File: src/rtl/uart_cmd_pkg.sv
// Shared definitions for the ASCII command encoder/decoder pair.
//   - 2-bit command codes and the prefix character each one is sent as
//   - encoder state enum
//   - helpers: command -> prefix byte, index of the highest nonzero nibble
package uart_cmd_pkg;

    localparam logic [1:0] CMD_READ    = 2'b00;
    localparam logic [1:0] CMD_WRITE   = 2'b01;
    localparam logic [1:0] CMD_ADDR    = 2'b10;
    localparam logic [1:0] CMD_SPECIAL = 2'b11;

    localparam logic [7:0] CHR_READ    = 8'h52; // 'R'
    localparam logic [7:0] CHR_WRITE   = 8'h57; // 'W'
    localparam logic [7:0] CHR_ADDR    = 8'h41; // 'A'
    localparam logic [7:0] CHR_SPECIAL = 8'h53; // 'S'

    typedef enum logic [1:0] {
        ST_IDLE   = 2'd0,
        ST_PREFIX = 2'd1,
        ST_DIGIT  = 2'd2,
        ST_TERM   = 2'd3
    } enc_state_t;

    function automatic logic [7:0] cmd_prefix(input logic [1:0] cmd);
        logic [7:0] chr;
        case (cmd)
            CMD_READ:    chr = CHR_READ;
            CMD_WRITE:   chr = CHR_WRITE;
            CMD_ADDR:    chr = CHR_ADDR;
            CMD_SPECIAL: chr = CHR_SPECIAL;
            default:     chr = CHR_READ;
        endcase
        return chr;
    endfunction

    // Index (7..0) of the most significant nonzero nibble; 0 for an all-zero
    // word, so a zero value still sends one digit.
    function automatic logic [2:0] top_nz_nibble(input logic [31:0] data);
        logic [2:0] idx;
        idx = 3'd0;
        for (int i = 0; i < 8; i++) begin
            if (data[4*i +: 4] != 4'h0) idx = 3'(i);
        end
        return idx;
    endfunction

endpackage

File: src/rtl/uart_encoder_if.sv
// Handshake bundle of the word encoder.
//   bus side : i_stb / i_word (34b: [33:32] command, [31:0] data) / o_busy
//   tx side  : o_tx_stb / o_tx_data (ASCII byte) / i_tx_busy (back-pressure)
// Signal names are seen from the encoder; "slave" is the encoder's view,
// "master" is the view of whoever drives words and sinks bytes.
interface uart_encoder_if;
    logic        i_stb;
    logic [33:0] i_word;
    logic        o_busy;
    logic        o_tx_stb;
    logic [7:0]  o_tx_data;
    logic        i_tx_busy;

    modport slave (
        input  i_stb, i_word, i_tx_busy,
        output o_busy, o_tx_stb, o_tx_data
    );

    modport master (
        output i_stb, i_word, i_tx_busy,
        input  o_busy, o_tx_stb, o_tx_data
    );
endinterface

File: src/rtl/nibble_to_ascii.sv
// Combinational hex digit encoder: 0-9 -> '0'-'9', a-f -> lowercase 'a'-'f'.
//   i_nibble : 4-bit value
//   o_ascii  : ASCII character
module nibble_to_ascii (
    input  logic [3:0] i_nibble,
    output logic [7:0] o_ascii
);
    always_comb begin
        o_ascii = 8'h30 + {4'h0, i_nibble};
        if (i_nibble > 4'd9) o_ascii = 8'h57 + {4'h0, i_nibble}; // 8'h57 + 10 = 'a'
    end
endmodule

File: src/rtl/uart_encoder.sv
// Serialises a 34-bit command word into ASCII bytes for a UART transmitter:
// prefix letter, hex digits of the data (MS nibble first), terminator.
//   i_clk, i_reset : rising-edge clock, synchronous active-high reset
//   bus (slave)    : word request (i_stb/i_word/o_busy) and byte stream
//                    (o_tx_stb/o_tx_data/i_tx_busy)
// All outputs are registered; the byte after an accepted one is computed
// combinationally so bytes can leave on consecutive cycles.
module uart_encoder
    import uart_cmd_pkg::*;
#(
    parameter logic [7:0] TERM_CHAR      = 8'h0A,
    parameter bit         SUPPRESS_ZEROS = 1'b0
) (
    input  logic          i_clk,
    input  logic          i_reset,
    uart_encoder_if.slave bus
);

    enc_state_t  state_q;
    logic [31:0] data_q;     // the command bits go straight into the prefix byte
    logic [2:0]  cnt_q;      // index of the nibble still to be presented
    logic        busy_q;
    logic        tx_stb_q;
    logic [7:0]  tx_data_q;

    logic        accept;
    logic        tx_ack;
    logic [2:0]  load_cnt;
    logic [2:0]  nib_idx;
    logic [7:0]  nib_ascii;

    assign accept   = bus.i_stb & ~busy_q;
    assign tx_ack   = tx_stb_q & ~bus.i_tx_busy;
    assign load_cnt = SUPPRESS_ZEROS ? top_nz_nibble(bus.i_word[31:0]) : 3'd7;

    // In PREFIX the next byte is nibble cnt_q; in DIGIT the byte on the wire
    // is nibble cnt_q, so the one to load next is cnt_q-1.
    assign nib_idx = (state_q == ST_DIGIT) ? cnt_q - 3'd1 : cnt_q;

    nibble_to_ascii u_n2a (
        .i_nibble (data_q[{nib_idx, 2'b00} +: 4]),
        .o_ascii  (nib_ascii)
    );

    always_ff @(posedge i_clk) begin
        if (i_reset) begin
            state_q   <= ST_IDLE;
            data_q    <= '0;
            cnt_q     <= '0;
            busy_q    <= 1'b0;
            tx_stb_q  <= 1'b0;
            tx_data_q <= 8'h00;
        end else begin
            case (state_q)
                ST_IDLE: begin
                    if (accept) begin
                        data_q    <= bus.i_word[31:0];
                        cnt_q     <= load_cnt;
                        busy_q    <= 1'b1;
                        tx_stb_q  <= 1'b1;
                        tx_data_q <= cmd_prefix(bus.i_word[33:32]);
                        state_q   <= ST_PREFIX;
                    end
                end
                ST_PREFIX: begin
                    if (tx_ack) begin
                        tx_data_q <= nib_ascii;
                        state_q   <= ST_DIGIT;
                    end
                end
                ST_DIGIT: begin
                    if (tx_ack) begin
                        if (cnt_q == 3'd0) begin
                            tx_data_q <= TERM_CHAR;
                            state_q   <= ST_TERM;
                        end else begin
                            cnt_q     <= cnt_q - 3'd1;
                            tx_data_q <= nib_ascii;
                        end
                    end
                end
                ST_TERM: begin
                    if (tx_ack) begin
                        busy_q    <= 1'b0;
                        tx_stb_q  <= 1'b0;
                        tx_data_q <= 8'h00;
                        state_q   <= ST_IDLE;
                    end
                end
                default: state_q <= ST_IDLE;
            endcase
        end
    end

    assign bus.o_busy    = busy_q;
    assign bus.o_tx_stb  = tx_stb_q;
    assign bus.o_tx_data = tx_data_q;

endmodule

File: src/flat_wrapper.sv
// flat-port wrapper written by rule: the top's interface ports become plain ports
module uart_encoder_flat import uart_cmd_pkg::*;
#(
    parameter logic [7:0] TERM_CHAR      = 8'h0A,
    parameter bit         SUPPRESS_ZEROS = 1'b0
)
  (i_clk, i_reset, bus_i_stb, bus_i_word, bus_i_tx_busy, bus_o_busy, bus_o_tx_stb, bus_o_tx_data);
  uart_encoder_if bus_i ();
  input  logic i_clk;
  input  logic i_reset;
  input wire logic [$bits(bus_i.i_stb)-1:0] bus_i_stb;
  input wire logic [$bits(bus_i.i_word)-1:0] bus_i_word;
  input wire logic [$bits(bus_i.i_tx_busy)-1:0] bus_i_tx_busy;
  output wire logic [$bits(bus_i.o_busy)-1:0] bus_o_busy;
  output wire logic [$bits(bus_i.o_tx_stb)-1:0] bus_o_tx_stb;
  output wire logic [$bits(bus_i.o_tx_data)-1:0] bus_o_tx_data;
  assign bus_i.i_stb = bus_i_stb;
  assign bus_i.i_word = bus_i_word;
  assign bus_i.i_tx_busy = bus_i_tx_busy;
  assign bus_o_busy = bus_i.o_busy;
  assign bus_o_tx_stb = bus_i.o_tx_stb;
  assign bus_o_tx_data = bus_i.o_tx_data;
  uart_encoder #(.TERM_CHAR(TERM_CHAR), .SUPPRESS_ZEROS(SUPPRESS_ZEROS)) u_core (.i_clk(i_clk), .i_reset(i_reset), .bus(bus_i));
endmodule
File: config.mk
export PLATFORM = sky130hd
export DESIGN_NAME = uart_encoder_flat
export DESIGN_NICKNAME = d
export VERILOG_FILES = /design/src/rtl/uart_cmd_pkg.sv /design/src/rtl/uart_encoder_if.sv /design/src/rtl/nibble_to_ascii.sv /design/src/rtl/uart_encoder.sv /design/src/flat_wrapper.sv
export SDC_FILE = /design/constraint.sdc
export NUM_CORES = 1
export LEC_CHECK = 0
export CORE_MARGIN = 10
export CORE_UTILIZATION = 50
export CTS_BUF_LIST = sky130_fd_sc_hd__clkbuf_16
export DETAILED_ROUTE_END_ITERATION = 6
export PLACE_DENSITY = 0.79
export SETUP_SLACK_MARGIN = 0.2
export SLEW_MARGIN = 20
export SYNTH_ARGS = -nofsm -noshare
export SYNTH_HDL_FRONTEND = slang
export SYNTH_SLANG_ARGS = --single-unit
File: constraint.sdc
create_clock -name i_clk -period 6.7 [get_ports i_clk]
set_input_delay 0.67 -clock i_clk [delete_from_list [all_inputs] [get_ports i_clk]]
set_output_delay 0.67 -clock i_clk [all_outputs]
set_load 0.03 [all_outputs]
---- Word-level counts from Yosys, hierarchy flattened ----
Index checks and enable logic that the tools add are counted.
word-level totals
  bits in registers ....................... 46
  input port bits ......................... 38
cells by class
  $add $sub $neg .......................... 3
  magnitude comparators ................... 1
  equality and inequality tests ........... 12
  shift operators ......................... 1
  multiplexer cells ....................... 22
  bitwise operators ....................... 4
  reductions and logical operators ........ 10
operator list
  kind                                              number
  case mux 8 bit (4 select lines)                   2
  two-way mux 8 bit                                 6
  variable part select 32 x 6 -> 4 bit              1
  two-way mux 3 bit                                 4
  two-way mux 2 bit                                 5
  adder 7 x 4 -> 8 bit, first input constant        1
  == test 2 bit, second input constant              4
  != test 2 x 1 -> 1 bit, second input constant     4
  case mux 2 bit (4 select lines)                   1
  AND reduction 4 bit                               2
  adder 6 x 4 -> 7 bit, first input constant        1
  case mux 3 bit (2 select lines)                   1
  AND reduction 5 bit                               1
  == test 2 x 1 -> 1 bit, second input constant     2
  > comparator 4 bit, second input constant         1
  logical NOT 2 bit                                 2
  != test 2 bit, second input constant              2
  nonzero test 2 bit                                2
  logical NOT 3 bit                                 1
  AND reduction 3 bit                               1
  subtractor 3 x 1 -> 3 bit, second input constant  1
  AND 1 bit                                         2
  two-way mux 1 bit                                 2
  inverter 1 bit                                    2
  2 further kinds                                   2

---- Logic depth before layout (Yosys ltp) ----
  depth after elaboration ................. 8
  gate-level depth with buffers ........... 10

---- Cells and area by module ----
Synthesis repeated with hierarchy kept, for this count alone.
second synthesis, totals
  cells, all modules ...................... 285
  area total of the unflattened synthesis .. 2433.6 um2
modules (own cells, without submodules)
  module           times used  cells each  area each (um2)
  uart_encoder     1           269         2314.7
  nibble_to_ascii  1           16          118.9

---- Worst setup path before layout ----
No wires, ideal clock.
  path kind ............................... reg-to-reg
  start point ............................. register u_core.state_q[0]
  end point ............................... register u_core.tx_data_q[0] (netlist: u_core.bus.o_tx_data[0])
  library setup time ...................... 0.127 ns
  arrival ................................. 2.476 ns
  data required time ...................... 6.573 ns
  path slack .............................. 4.097 ns
  cell stages (with the launch flop) ...... 9
  cells stage by stage .................... dfxtp_1 > inv_1 > ha_1 > o21ai_2 > mux4_1 > mux2i_1 > a21oi_2 > and3_1 > or3_1
between the ends
  longest elaborated chain between the ends .. 8
  elaborated cells on any way between the ends .. 19
ends and longest elaborated chain
  element                                       RTL line                                text
  start, declared                               uart_encoder.sv:19                      enc_state_t state_q;
  start signal, assigned                        uart_encoder.sv:47                      state_q <= ST_IDLE;
  start signal, assigned                        uart_encoder.sv:62                      state_q <= ST_PREFIX;
  start signal, assigned                        uart_encoder.sv:68                      state_q <= ST_DIGIT;
  == test 2 bit                                 uart_encoder.sv:38, uart_encoder.sv:54
  two-way mux 3 bit                             uart_encoder.sv:38                      assign nib_idx = (state_q == ST_DIGIT) ? cnt_q - 3'd1 : cnt_q;
  variable part select 32 x 6 -> 4 bit          uart_encoder.sv:41                      .i_nibble (data_q[{nib_idx, 2'b00} +: 4]),
  adder 7 x 4 -> 8 bit (tied with other cells)  nibble_to_ascii.sv:10                   if (i_nibble > 4'd9) o_ascii = 8'h57 + {4'h0, i_nibble};
  two-way mux 8 bit                             nibble_to_ascii.sv:10
  two-way mux 8 bit                             uart_encoder.sv:73                      if (cnt_q == 3'd0) begin
  two-way mux 8 bit                             uart_encoder.sv:72                      if (tx_ack) begin
  case mux 8 bit (4 select lines)               uart_encoder.sv:54                      case (state_q)
  end signal, assigned                          uart_encoder.sv:61                      tx_data_q <= cmd_prefix(bus.i_word[33:32]);
  end signal, assigned                          uart_encoder.sv:67                      tx_data_q <= nib_ascii;
  end signal, assigned                          uart_encoder.sv:78                      tx_data_q <= nib_ascii;
  end, declared                                 uart_encoder.sv:24                      logic [7:0] tx_data_q;
Parallel ways exist; a longest one is shown, timed or not. The select of a mux whose other input is x is not followed.
A chain may end at the register's enable or synchronous reset.

---- Worst setup path after layout ----
Same ends and word-level chain as after synthesis.

==> flow_summary.toml <==
[sta]
finClkSkew_ps = 3.837
drv_slew = 0
post-route-period-util_pct = 43.92
finalHoldViolCount = 0
worstMarginPinSlew_ps = 740.7
setup_violations = 0
finalWorstSetupSlack_ps = 3757
slew-limit-headroom_pct = 50.61
rsz0062_at_grt = "false"
max_freq_ghz = 0.3398
min_period_ps = 2943
setup_tns_ps = 0

[synthesis]
synth_nets = 304
ys_warn_count = 0
synth_area_leaders = "dfxtp_1, nand2_1, a21oi_1"
async_flop_share_pct = 0
ys.flop_type = "dfxtp_1"
syn_avg_cell_area_sq_um = 8.599
ys_seq_area_share_pct = 40.45
syn-cell-area_sq_um = 2227
synth_edf_count = 0
yosys.area.top_type = "dfxtp_1"
synth_most_common_cell = "nand2_1"
synth_common_cells = "nand2_1, dfxtp_1, a21oi_1, clkbuf_1, nor2_1"
ys_ff_latch = 45
syn_inst = 259
yosys.area.top_type_share_pct = 40.45
ys_types = 41

[placed_design]
gp_congestion = 0.8082
dpl_worst_slack_ps = 3811
place_hpwl_mm = 3.633
placed_cells_incl_taps = 341
io_buffers = 46

[final_layout]
antenna_cells = 0
drive_gt1_share_pct = 7.071
fin_nets = 341
syn2layout_area_growth_pct = 27.47
fin_cells = 349

[routing]
drc_errors = 0
first_pass_iters = 4
drt-initial-drc-count = 57
wl_mm = 5.003
ant_nets = 0
routedWlPerCell_um = 14.34
vias_per_cell = 5.355
routed-via-count = 1869

[worst_hold_path]
holdCritPathClass = "reg2reg"
holdPathEnd = "u_core.data_q[12]"
holdCritStartpoint = "u_core.data_q[12]"
holdPathStages = 2

[die]
fp.dieW_um = 86.74
die_area_sq_um = 7524
die-height_um = 86.74
ioPinCount = 48
start_util_pct = 51.50
core-area_sq_um = 4324
rows = 24

[clocking]
clkTransAtPathRegs_ps = 60
cts_sinks = 45
cts_resized = 0
insertion_delay_ps = 280
hold_buffers = 0
cts_tree = "done"
clockBufferDepth = 2
htreeDepth = 2
post_cts_buffers = 0
cts_made_buffers = 5
root_buffer = "clkbuf_16"

[setup_path]
cp_max_fo = 6
r2r-end = "u_core.bus.o_tx_data[0]"
worst-path-stages = 8
path_class = "reg2reg"
endpoint_kind = "flop"
reg2regPathDepth = 8
crit_path_max_incr_delay_ps = 630
start_kind = "flop"
crit_family = "multiplexers"
reg2reg_from = "u_core.state_q[0]"
path_cells = "inv_1, ha_1, o21ai_2, mux4_1, mux2i_1, a21oi_2, and3_1, or3_1"
path_buf_inv = 1
required_ps = 6870
rrSetupSlack_ps = 3760
cp_slowest_cell = "mux4_1"
worstPathArrival_ps = 3110

[job]
cap_violations = 0

[power_and_ir_drop]
power_density_nw_per_um2 = 411.2
leakagePower_nw = 1.096
max-vdd-ir-drop_uv = 171.4

[grt]
antenna_found_initial = 0
grt_pass1_vias = 1886
grt_overflow = 0
globalRouteTotalUtil_pct = 13.52
grt_max_degree = 46
grt_pass1_wl_mm = 8.369

[run_status]
status = "finished, final reports clean"
[worst reg2reg max path: stages, from the launching register on]
cell and delay [ps]:
dfxtp_1 390, inv_1 100, ha_1 280, o21ai_2 470, mux4_1 630, mux2i_1 360, a21oi_2 140, and3_1 160
or3_1 290
[power breakdown]
part	switching, mW	total (mW)	internal [mW]
clock	0.0994	0.236	0.137
sequential	0.0426	0.375	0.332
combinational	0.324	0.556	0.232
total	0.466	1.17	0.701
[sequential cells by signal, summed over array words and instances (netlist names)]
signal / flops
u_core.data_q: 32
u_core.bus.o_tx_data: 7
u_core.cnt_q: 3
u_core.state_q: 2
u_core.bus.o_busy: 1
[worst max-delay path by stage]
stage / from / slack (ps) / to
after floorplan: u_core.state_q[0] / 4100 / u_core.bus.o_tx_data[0]
after global placement: u_core.state_q[0] / 3920 / u_core.bus.o_tx_data[0]
after detailed placement: u_core.state_q[0] / 3810 / u_core.bus.o_tx_data[0]
after CTS: u_core.state_q[0] / 3740 / u_core.bus.o_tx_data[0]
after global routing: u_core.state_q[0] / 3560 / u_core.bus.o_tx_data[0]
final: u_core.state_q[0] / 3760 / u_core.bus.o_tx_data[0]
[routing by layer]
metal / wire length (um) / vias up / GRT usage [%]
li1: - / 960 / -
met1: 2085 / 844 / 14.66
met2: 2439 / 50 / 22.68
met3: 326 / 15 / 5.159
met4: 152 / 0 / 6.333
met5: 0 / - / 0
[placed cells by master (no fill, tap or decap), types with 3 or more instances in the layout]
cell type | Yosys | routed
mux2i_1 | 3 | 3
nand2_1 | 68 | 68
dfxtp_1 | 45 | 45
clkdlybuf4s50_1 | 0 | 46
mux4_1 | 7 | 7
inv_1 | 8 | 9
nand3_1 | 3 | 3
nor2_1 | 13 | 12
o21ai_0 | 7 | 7
ha_1 | 7 | 7
a21oi_1 | 41 | 41
clkbuf_16 | 0 | 5
nand2b_1 | 4 | 4
[stage by stage]
| stage | total power, mW | cell area, sq um | hold slack, ps | util (%) |
|---|---|---|---|---|
| after floorplan | 0.7992 | 2227 | 431.5 | - |
| after global placement | 0.9204 | 2690 | 441.4 | 62.21 |
| after detailed placement | 0.9355 | 2690 | 448.8 | 62.21 |
| after CTS | 1.175 | 2834 | 457.2 | 65.54 |
| after global routing | 1.253 | 2839 | 478.8 | 65.65 |
| final | 1.167 | 2839 | 454.5 | 65.65 |
[layout make-up]
type                    instances  area, sq um
fillers                       389         1485
inverters                       8        30.03
flip-flops and latches         45        900.9
clock buffers                   5        125.1
clock inverters                 3        18.77
multi-input cells             189         1231
well taps                      52        65.06
repair buffers                 47        467.9
[cells by family after synthesis]
logic type / count (synthesis) / share of synthesized area, %
AOI/OAI and AO/OA: 65 / 17.36
other: 1 / 0.1684
xor gates and xnor gates: 2 / 1.461
adders and majority gates: 7 / 3.932
DFF: 45 / 40.45
buffers and inverters: 25 / 4.606
muxes: 13 / 12.64
and+or+nand+nor: 101 / 19.38
(Power assumes the default switching activity.)
